--- config.mk ---
export PLATFORM = sky130hd
export DESIGN_NAME = segment_pattern_reader
export DESIGN_NICKNAME = d
export VERILOG_FILES = /design/src/rtl/segment_pattern_reader.sv
export SDC_FILE = /design/constraint.sdc
export NUM_CORES = 1
export LEC_CHECK = 0
export ABC_AREA = 1
export BUFFER_PORTS_ARGS = -buffer_cell sky130_fd_sc_hd__buf_4
export CAP_MARGIN = 10
export CORE_ASPECT_RATIO = 0.7
export CORE_MARGIN = 2
export CORE_UTILIZATION = 54
export CTS_BUF_LIST = sky130_fd_sc_hd__clkbuf_4 sky130_fd_sc_hd__clkbuf_8
export CTS_CLUSTER_DIAMETER = 50
export DETAILED_ROUTE_END_ITERATION = 7
export PLACE_DENSITY_LB_ADDON = 0.2
export SYNTH_ARGS = -nofsm -noshare
export SYNTH_HDL_FRONTEND = slang
export SYNTH_SLANG_ARGS = --single-unit
--- constraint.sdc ---
create_clock -name clk -period 1.4 [get_ports clk]
set_input_delay 0.21 -clock clk [delete_from_list [all_inputs] [get_ports clk]]
set_output_delay 0.21 -clock clk [all_outputs]
set_load 0.03 [all_outputs]
--- src/rtl/segment_pattern_reader.sv ---
// Segment-bus receiver: synchronizes and debounces a..g, decodes the displayed BCD digit
// and presents each new stable pattern as one word on a valid/ready handshake.
module segment_pattern_reader #(
    parameter int STABLE_CYCLES = 4,
    parameter int CNT_W         = 3
) (
    input  logic clk,
    input  logic rst_n,
    input  logic a,
    input  logic b,
    input  logic c,
    input  logic d,
    input  logic e,
    input  logic f,
    input  logic g,
    input  logic ready,
    output logic valid,
    output logic b3,
    output logic b2,
    output logic b1,
    output logic b0,
    output logic err,
    output logic blank,
    output logic overrun
);

    // state | meaning
    // IDLE  | no word pending, valid=0
    // PEND  | word held on outputs, valid=1 until accepted
    typedef enum logic {IDLE, PEND} state_t;

    localparam logic [CNT_W-1:0] STABLE = CNT_W'(STABLE_CYCLES);
    localparam logic [CNT_W-1:0] ONE    = CNT_W'(1);

    logic [6:0]       seg_raw;
    logic [6:0]       sync1;
    logic [6:0]       sync_pat;
    logic [CNT_W-1:0] cnt;
    logic [CNT_W-1:0] cnt_next;
    logic             changed;
    logic             report;
    logic [6:0]       last_pat;
    logic             last_v;
    logic             rep_q;
    logic [6:0]       rep_pat;
    logic [5:0]       word;
    state_t           state;

    assign seg_raw = {a, b, c, d, e, f, g};

    // Returns {err, blank, bcd[3:0]}
    function automatic logic [5:0] decode(input logic [6:0] p);
        logic [5:0] r;
        case (p)
            7'b1111110: r = 6'b00_0000;
            7'b0110000: r = 6'b00_0001;
            7'b1101101: r = 6'b00_0010;
            7'b1111001: r = 6'b00_0011;
            7'b0110011: r = 6'b00_0100;
            7'b1011011: r = 6'b00_0101;
            7'b1011111: r = 6'b00_0110;
            7'b1110000: r = 6'b00_0111;
            7'b1111111: r = 6'b00_1000;
            7'b1111011: r = 6'b00_1001;
            7'b0000000: r = 6'b01_0000;
            default:    r = 6'b10_0000;
        endcase
        return r;
    endfunction

    // sync1 is what sync_pat becomes on this edge, so compare against it
    always_comb begin
        changed  = (sync1 != sync_pat);
        cnt_next = cnt;
        if (changed)
            cnt_next = ONE;
        else if (cnt != STABLE)
            cnt_next = cnt + ONE;
        report = (cnt_next == STABLE) && (changed || (cnt != STABLE))
                 && (!last_v || (sync1 != last_pat));
    end

    assign word = decode(rep_pat);

    always_ff @(posedge clk or negedge rst_n) begin
        if (!rst_n) begin
            sync1    <= '0;
            sync_pat <= '0;
            cnt      <= '0;
            last_pat <= '0;
            last_v   <= 1'b0;
            rep_q    <= 1'b0;
            rep_pat  <= '0;
        end else begin
            sync1    <= seg_raw;
            sync_pat <= sync1;
            cnt      <= cnt_next;
            rep_q    <= report;
            if (report) begin
                rep_pat  <= sync1;
                last_pat <= sync1;
                last_v   <= 1'b1;
            end
        end
    end

    always_ff @(posedge clk or negedge rst_n) begin
        if (!rst_n) begin
            state   <= IDLE;
            valid   <= 1'b0;
            err     <= 1'b0;
            blank   <= 1'b0;
            overrun <= 1'b0;
            {b3, b2, b1, b0} <= 4'b0000;
        end else begin
            case (state)
                IDLE: begin
                    if (rep_q) begin
                        state <= PEND;
                        valid <= 1'b1;
                        {err, blank, b3, b2, b1, b0} <= word;
                    end
                end
                PEND: begin
                    if (rep_q) begin
                        {err, blank, b3, b2, b1, b0} <= word;
                        overrun <= !ready;
                    end else if (ready) begin
                        state   <= IDLE;
                        valid   <= 1'b0;
                        overrun <= 1'b0;
                    end
                end
                default: begin
                    state <= IDLE;
                    valid <= 1'b0;
                end
            endcase
        end
    end

endmodule

Word level (Yosys, flattened, before mapping)
Cells that the tools add are included.
{"block": "op_classes", "add_sub_neg": 1, "eq_ne": 17, "n_mux": 18, "bitwise_logic": 1, "n_reduce_logical": 10}
{"op": "case mux 6 bit (11 select lines)", "n": 1}
{"op": "equality test 7 bit, second input constant", "n": 8}
{"op": "equality test 7 x 6 -> 1 bit, second input constant", "n": 2}
{"op": "!= test 7 bit", "n": 2}
{"op": "two-way mux 1 bit", "n": 13}
{"op": "zero test 7 bit", "n": 1}
{"op": "two-way mux 3 bit", "n": 2}
{"op": "!= test 2 bit, second input constant", "n": 3}
{"op": "case mux 1 bit (2 select lines)", "n": 2}
{"op": "adder 3 x 1 -> 3 bit, second input constant", "n": 1}
{"op": "equality test 3 bit, second input constant", "n": 1}
{"op": "!= test 3 bit, second input constant", "n": 1}
{"op": "AND reduction 3 bit", "n": 1}
{"op": "logical AND 1 bit", "n": 2}
{"op": "zero test 1 bit", "n": 2}
{"op": "logical OR 1 bit", "n": 2}
{"op": "AND reduction 2 bit", "n": 1}
{"op": "nonzero test 2 bit", "n": 1}
{"op": "inverter 1 bit", "n": 1}
{"block": "word_totals", "ff_bits": 35, "in_bits": 10, "output_inout_bits": 8, "wordCells": 62}

Logic depth before layout (Yosys ltp)
Gate-level depths: netlist of run 1.
{"block": "logic_depth", "ltp_word": 6, "ltp_mapped": 10, "depth_no_buf": 10}

Worst setup path after synthesis of run 1
OpenSTA, ideal clock, no wires.
{"block": "synth_timing", "kind": "reg2reg", "startpoint": "register cnt[0]", "endpoint": "register rep_pat[0]", "setup_ns": 0.117, "arrival_time_ns": 1.357, "required_ns": 1.283, "path_slack_ns": -0.074, "stages_incl_launch_ff": 9, "n_path_buf": 0, "synth_period_minus_slack_ns": 1.474, "cell_sequence": "dfrtp_1 inv_1 ha_1 nand2_1 nand2_1 nor2_2 nand4_4 nand2_1 nand2_1"}
{"block": "synth_between", "elab_chain_len": 6, "elab_cells_between_ends": 8, "classes_between": "add/sub (1); eq/ne (2); mux (2); reduce/logical (3)"}
{"element": "start: declaration", "line": "38", "text": "logic [CNT_W-1:0] cnt;"}
{"element": "start signal: assignment", "line": "97", "text": "cnt <= cnt_next;"}
{"element": "adder 3 x 1 -> 3 bit or != test 3 bit (tied branches)", "line": "78, 77, 79"}
{"element": "two-way mux 3 bit", "line": "77", "text": "else if (cnt != STABLE)"}
{"element": "two-way mux 3 bit", "line": "75", "text": "if (changed)"}
{"element": "equality test 3 bit", "line": "79", "text": "report = (cnt_next == STABLE) && (changed || (cnt != STABLE))"}
{"element": "logical AND 1 bit *", "line": "79"}
{"element": "logical AND 1 bit *", "line": "80", "text": "&& (!last_v || (sync1 != last_pat));"}
{"element": "end signal: assignment", "line": "100", "text": "rep_pat <= sync1;"}
{"element": "end: declaration", "line": "45", "text": "logic [6:0] rep_pat;"}
Mark *: on every way between the ends. The rest lies on a longest branch, timed or not.
A chain may end at the register's enable or synchronous reset.

Final worst setup path of run 1
{"block": "layout_timing", "startpoint": "register cnt[1]", "endpoint": "register rep_pat[6]"}
{"block": "layout_between", "elab_chain_len": 6, "elab_cells_between_ends": 8, "classes_between": "add/sub (1); eq/ne (2); mux (2); reduce/logical (3)"}
{"element": "adder 3 x 1 -> 3 bit or != test 3 bit (tied branches)", "line": "78, 77"}
{"element": "two-way mux 3 bit *", "line": "77"}
{"element": "two-way mux 3 bit *", "line": "75"}
{"element": "net cnt_next[2]", "line": "39", "text": "logic [CNT_W-1:0] cnt_next;"}
{"element": "equality test 3 bit *", "line": "79"}
{"element": "logical AND 1 bit *", "line": "79"}
{"element": "logical AND 1 bit *", "line": "80"}
Mark *: on every way through the listed nets, which the timed path passes. The rest lies on a longest branch.

==> run_results.csv, run 1 <==
group,metric,value,unit
hold_path,hold_end,"sync1[1]",
outcome,violations,"setup timing",
logic_synthesis,ys_ff_latch,35,
sta,relSlewSlack,70.8,%
pwr,finalPower,2.18,mW
place,gp_congestion,0.891,
clock_tree,numCtsBuffers,5,
pwr,netSwitchingPower,0.526,mW
pwr,swShare,24.1,%
hold_path,whs_path_depth,1,
hold_path,hold_path.class,"in2reg",
pwr,p_per_area,962,nW/um^2
grt,grt-ovfl-total,0,
clock_tree,path_clk_slew,0.08,ns
layout,regArea,883,sq um
routing,drt_iter0_markers,153,
layout,area_growth,33.8,%
sta,finalSetupViolCount,8,
routing,postRouteAntennaNets,0,
outcome,status,"finished with violations",
die,io_pins,18,
routing,drtPass1Iterations,4,
pwr,peakVddDrop,1.36,mV
sta,fin_worst_skew,0.00684,ns
pwr,leakagePower,1.20,nW
hold_path,hp-start,"f",
place,place_hpwl,2640,um
logic_synthesis,yosysSeqAreaShare,51.7,%
grt,grtUsageTotal,25.2,%
setup_path,critPathCaptureType,"flop",
logic_synthesis,synth.avg_cell_area,8.10,sq um
grt,grt_max_degree,36,
sta,hold_viol_final,0,
setup_path,r2r_slack,-0.12,ns
setup_path,worstPathRequired,1.64,ns
logic_synthesis,ys_types,26,
die,dieArea,3610,sq um
logic_synthesis,netlist_area,1690,sq um
sta,worst_slew_pin_slew,0.437,ns
die,core.rowCount,16,
place,placed_cell_area,1940,sq um
layout,final_area,2260,sq um
setup_path,path_max_fanout,8,
logic_synthesis,ys_warn_count,0,
routing,drc_errors,0,
clock_tree,clkSinkCount,35,
sta,fmax,0.657,GHz
logic_synthesis,syn_nets,221,
sta,min_period,1.52,ns
setup_path,r2r_start,"cnt[1]",
setup_path,path_class,"reg2reg",
setup_path,worstPathArrival,1.76,ns
layout,nNetsFinal,264,
routing,wl_per_cell,15.1,um
routing,wl,4350,um
die,die_x,70.9,um
clock_tree,cts_tree,"done",
pwr,combinationalPowerShare,8.0,%
layout,antenna_cells,0,
grt,grt_pass1_vias,1454,
sta,post-route-period-util,109,%
routing,via_count,1577,
sta,drv_slew,0,
layout,drive_gt1_share,31.6,%
place,dp.cells,270,
die,initial_core_util,58.7,%
die,fp.coreArea,2880,sq um
sta,fin_setup_tns,-0.758,ns
layout,instances_no_fill,289,
sta,rsz0062_at_grt,"true",
place,io_buffers,17,
layout,multi_input_area,812,sq um
clock_tree,clock_path_buffers,2,
layout,nFillCells,195,
setup_path,start_kind,"flop",
clock_tree,clk-insertion-delay-late,0.30,ns
clock_tree,clockRootBuffer,"clkbuf_8",
clock_tree,ctsHtreeMaxLevel,2,
pwr,seqPwrFrac,48.6,%
pwr,internal_power,1.65,mW
die,die_h,50.8,um
grt,grt_pass1_wl,6810,um
sta,worst_slack,-0.121,ns
run,drv_cap,0,
pwr,clkPwrFrac,43.5,%
logic_synthesis,synthCells,209,
routing,viasPerCell,5.46,
setup_path,r2r_end,"rep_pat[6]",
grt,antenna_found_initial,0,
setup_path,ff2ff_path_depth,8,
[routing by layer]
layer	part of all wire, %	up-vias	routed length, um	track usage (%)
met5	0	-	0	0
met4	2.0	0	87	9.43
met2	49	74	2150	41.7
met1	41	748	1790	32.7
li1	-	742	-	-
met3	7.5	13	325	5.72
[sequential cells by signal, summed over array words and instances, names as in the netlist]
signal    count
b0            1
b1            1
b2            1
b3            1
blank         1
cnt           3
err           1
last_v        1
overrun       1
rep_pat       7
rep_q         1
state         1
sync1         7
sync_pat      7
valid         1
[area by class of cell]
| cell class | instances | area share [%] |
|---|---|---|
| clock buffers | 5 | 3.04 |
| clock inverters | 3 | 2.10 |
| inverters | 33 | 5.47 |
| multi-input cells | 141 | 35.9 |
| flip-flops and latches | 35 | 39.0 |
| well taps | 36 | 1.99 |
| repair buffers | 36 | 12.5 |
[what timing repair did]
| action | CTS | global route |
|---|---|---|
| pin swaps | 20 | 16 |
| endpoints found under the hold margin | 35 | 0 |
| setup endpoints to repair | 7 | 15 |
| hold buffers | 1 | 0 |
| resized for setup | 13 | 23 |
| buffers inserted | 6 | 3 |
| gates cloned | 2 | 0 |
[cells by family (layout without fill, tap and decap cells)]
kind of cell               Yosys count  after routing  synth area share, %
AOI/OAI and AO/OA                   16             16                 5.25
and+or+nand+nor                    118            120                 32.2
adders and majority gates            2              2                 1.48
DFF                                 35             35                 51.7
xor gates and xnor gates             3              3                 1.55
buffers and inverters               35             77                 7.83
[cells in the mapped netlist (all sizes together)]
master,count,area [sq um]
ha,2,25.0
inv,33,124
a211oi,1,7.51
a21oi,3,15.0
o21ai,9,45.0
buf,1,5.00
nor3b,1,7.51
o211ai,1,7.51
nand3,6,40.0
a31oi,1,6.26
nor3,5,36.3
nand4,11,83.8
a21o,1,7.51
dfrtp,35,876
clkbuf,1,3.75
xnor2,3,26.3
nand2,77,294
nor2,17,76.3
and2,1,6.26
[power groups by stage]
| stage | Clock [mW] | Combinational [mW] | Sequential (mW) |
|---|---|---|---|
| 2_1_floorplan | 0 | 0.0541 | 1.08 |
| 3_3_place_gp | 0 | 0.133 | 1.08 |
| 3_5_place_dp | 0 | 0.137 | 1.08 |
| 4_1_cts | 0.944 | 0.162 | 1.06 |
| 5_1_grt | 0.984 | 0.192 | 1.06 |
| 6_report | 0.947 | 0.174 | 1.06 |
[worst max path at each step]
stage	start	to	slack [ns]
floorplan	cnt[0]	rep_pat[0]	0.002
global placement	cnt[0]	rep_pat[6]	-0.01
detailed placement	cnt[0]	rep_pat[2]	-0.09
CTS	sync1[2]	rep_pat[6]	-0.04
global route	sync1[3]	rep_pat[5]	-0.27
finish	cnt[1]	rep_pat[6]	-0.12
[layout by cell type (no fill, tap or decap), drive strengths merged]
cell,count
clkbuf,5
dlygate4sd3,1
inv,34
nand2,78
nor2,17
a31oi,1
ha,2
dfrtp,35
bufinv,1
a211oi,1
nand4,12
o211ai,1
and2,1
nand3,6
nor3b,1
a21o,1
clkinv,1
o21ai,9
buf,35
nor3,5
xnor2,3
a21oi,3
[through the flow]
step / utilization (%) / hold slack (ns) / worst slack (ns)
2_1_floorplan: - / -0.0856 / 0.00239
3_5_place_dp: 67.3 / 0.182 / -0.0934
4_1_cts: 76.0 / 0.0102 / -0.0414
5_1_grt: 78.6 / 0.00262 / -0.268
3_3_place_gp: 67.3 / 0.177 / -0.0148
6_report: 78.6 / 0.00843 / -0.121
[worst max-delay path, cell delays in order (launching register included)]
cell and delay (ns):
dfrtp_1 0.43, ha_2 0.21, inv_1 0.05, nand2_1 0.05, nand3_2 0.08, inv_2 0.05
nor3_4 0.34, nand4_1 0.16, nand2_1 0.09
No activity file was read; power rests on OpenSTA's default activity.
==> run 2: changes to the inputs <==
Settings changed: CAP_MARGIN 10 to 20, CTS_BUF_LIST sky130_fd_sc_hd__clkbuf_4 sky130_fd_sc_hd__clkbuf_8 to sky130_fd_sc_hd__clkbuf_4.
==> run_results.csv, run 2 (synthesis gave the netlist of run 1 again) <==
group,metric,value,unit
grt,met1_usage,30.3,%
grt,grt_pass1_vias,1540,
layout,nFillCells,180,
place,dp.cells,270,
place,placed_cell_area,1940,sq um
grt,busiest_layer,"met2",
layout,regArea,885,sq um
die,fp.coreArea,2880,sq um
grt,grt_pass1_wl,6970,um
clock_tree,numCtsBuffers,5,
setup_path,worstPathArrival,1.83,ns
sta,worst_slew_pin_slew,0.431,ns
clock_tree,clkSinkCount,35,
layout,multi_input_area,802,sq um
sta,hold_viol_final,0,
clock_tree,path_clk_slew,0.13,ns
sta,relSlewSlack,71.3,%
die,dieArea,3610,sq um
routing,viasPerCell,5.29,
die,io_pins,18,
setup_path,cpMostUsedCell,"nand2_1",
setup_path,path_max_fanout,4,
routing,via_count,1582,
outcome,status,"finished with violations",
sta,fin_worst_skew,0.0153,ns
routing,drc_errors,0,
clock_tree,clk-insertion-delay-late,0.36,ns
layout,area_growth,37.1,%
die,initial_core_util,58.7,%
pwr,leakagePower,1.23,nW
layout,nNetsFinal,274,
pwr,p_per_area,865,nW/um^2
sta,post-route-period-util,110,%
setup_path,crit_chain,"ha_2 > inv_1 > nand2_1 > nand3_4 > inv_2 > nor3_4 > buf_6 > nand4_1 > nand2_1",
place,dpl_worst_slack,-0.0934,ns
grt,grt_util_met2,45.8,%
layout,instances_no_fill,299,
place,gp_congestion,0.891,
layout,antenna_cells,0,
die,core.rowCount,16,
grt,grt_util_met3,6.31,%
clock_tree,cts_tree,"done",
pwr,peakVddDrop,1.03,mV
layout,final_area,2320,sq um
setup_path,cpPeakStageDelay,0.42,ns
sta,whs,0.0447,ns
run,drv_cap,0,
die,die_h,50.8,um
hold_path,hold_path.class,"in2reg",
layout,drive_gt1_share,30.0,%
routing,wl,4410,um
grt,antenna_found_initial,0,
setup_path,critPathCaptureType,"flop",
sta,fmax,0.650,GHz
routing,drt_iter0_markers,229,
clock_tree,clock_path_buffers,2,
sta,rsz0062_at_grt,"true",
outcome,violations,"setup timing",
grt,grt_max_degree,36,
layout,layout_common_cells,"nand2_1, buf_4, inv_1",
grt,grt-ovfl-total,0,
place,place_hpwl,2640,um
setup_path,worstPathRequired,1.69,ns
routing,postRouteAntennaNets,0,
setup_path,crit_path_top_delay_cell,"dfrtp_1",
setup_path,path_class,"reg2reg",
clock_tree,clockRootBuffer,"clkbuf_4",
sta,worst_slack,-0.139,ns
layout,top_regs,"rep_pat: 7 flops, sync1: 7 flops, sync_pat: 7 flops",
grt,grtUsageTotal,25.7,%
sta,drv_slew,0,
layout,final_common_cell,"nand2_1",
setup_path,start_kind,"flop",
routing,wl_per_cell,14.7,um
sta,min_period,1.54,ns
sta,fin_setup_tns,-0.913,ns
sta,finalSetupViolCount,10,
clock_tree,ctsHtreeMaxLevel,2,
place,io_buffers,17,
routing,drtPass1Iterations,4,
die,die_x,70.9,um
run 2: cell count changes in the layout (fill, tap and decap cells not counted), sizes merged:
cell,before,now
dlygate4sd3,1,8
buf,35,38
run 2: worst max-delay path: cells and delay by family (launching register included):
kind,cells,cell delay [ns]
simple gates,5,0.60
buf+inv,3,0.25
flops,1,0.42
fa+ha+maj,1,0.20
run 2: power by group:
group	switching, mW	internal, mW
sequential	0.0237	1.04
clock	0.380	0.385
combinational	0.0969	0.0845
run 2: timing repair:
item                                    in CTS  in global routing
resized for setup                            8                 24
cloned                                       1                  1
endpoints found under the hold margin       42                  0
hold buffers                                 8                  0
endpoints found under the setup margin       7                 15
setup buffers                                6                  5
pin swaps                                   13                  6
run 2: path summary, 6_finish.rpt:
kind / from / to / slack (ns) / depth (start not counted)
max: cnt[0] / rep_pat[5] / -0.14 / 9
min: ready / valid / 0.04 / 2
max reg2reg: cnt[0] / rep_pat[5] / -0.14 / 9
min reg2reg: sync1[6] / sync_pat[6] / 0.47 / 0
min in group asynchronous: rst_n / valid / 0.31 / 2
max in group asynchronous: rst_n / rep_pat[4] / 0.74 / 2
run 2: through the flow:
stage	util [%]	total power, mW
6_report	80.5	2.01
5_1_grt	80.5	2.10
4_1_cts	76.1	2.00
3_5_place_dp	67.3	1.22
3_3_place_gp	67.3	1.21
2_1_floorplan	-	1.14
run 2: cell type report:
| type | count | share of cell area [%] |
|---|---|---|
| Inverter | 33 | 5.34 |
| Sequential cell | 35 | 38.1 |
| Clock inverter | 3 | 2.05 |
| Multi-Input combinational cell | 141 | 34.6 |
| Tap cell | 36 | 1.94 |
| Timing Repair Buffer | 46 | 16.4 |
| Clock buffer | 5 | 1.62 |
run 2: routing by layer:
layer | part of all wire (%) | routed length [um]
met2 | 49 | 2170
met3 | 5.6 | 249
met1 | 44 | 1920
met5 | 0 | 0
met4 | 1.5 | 68
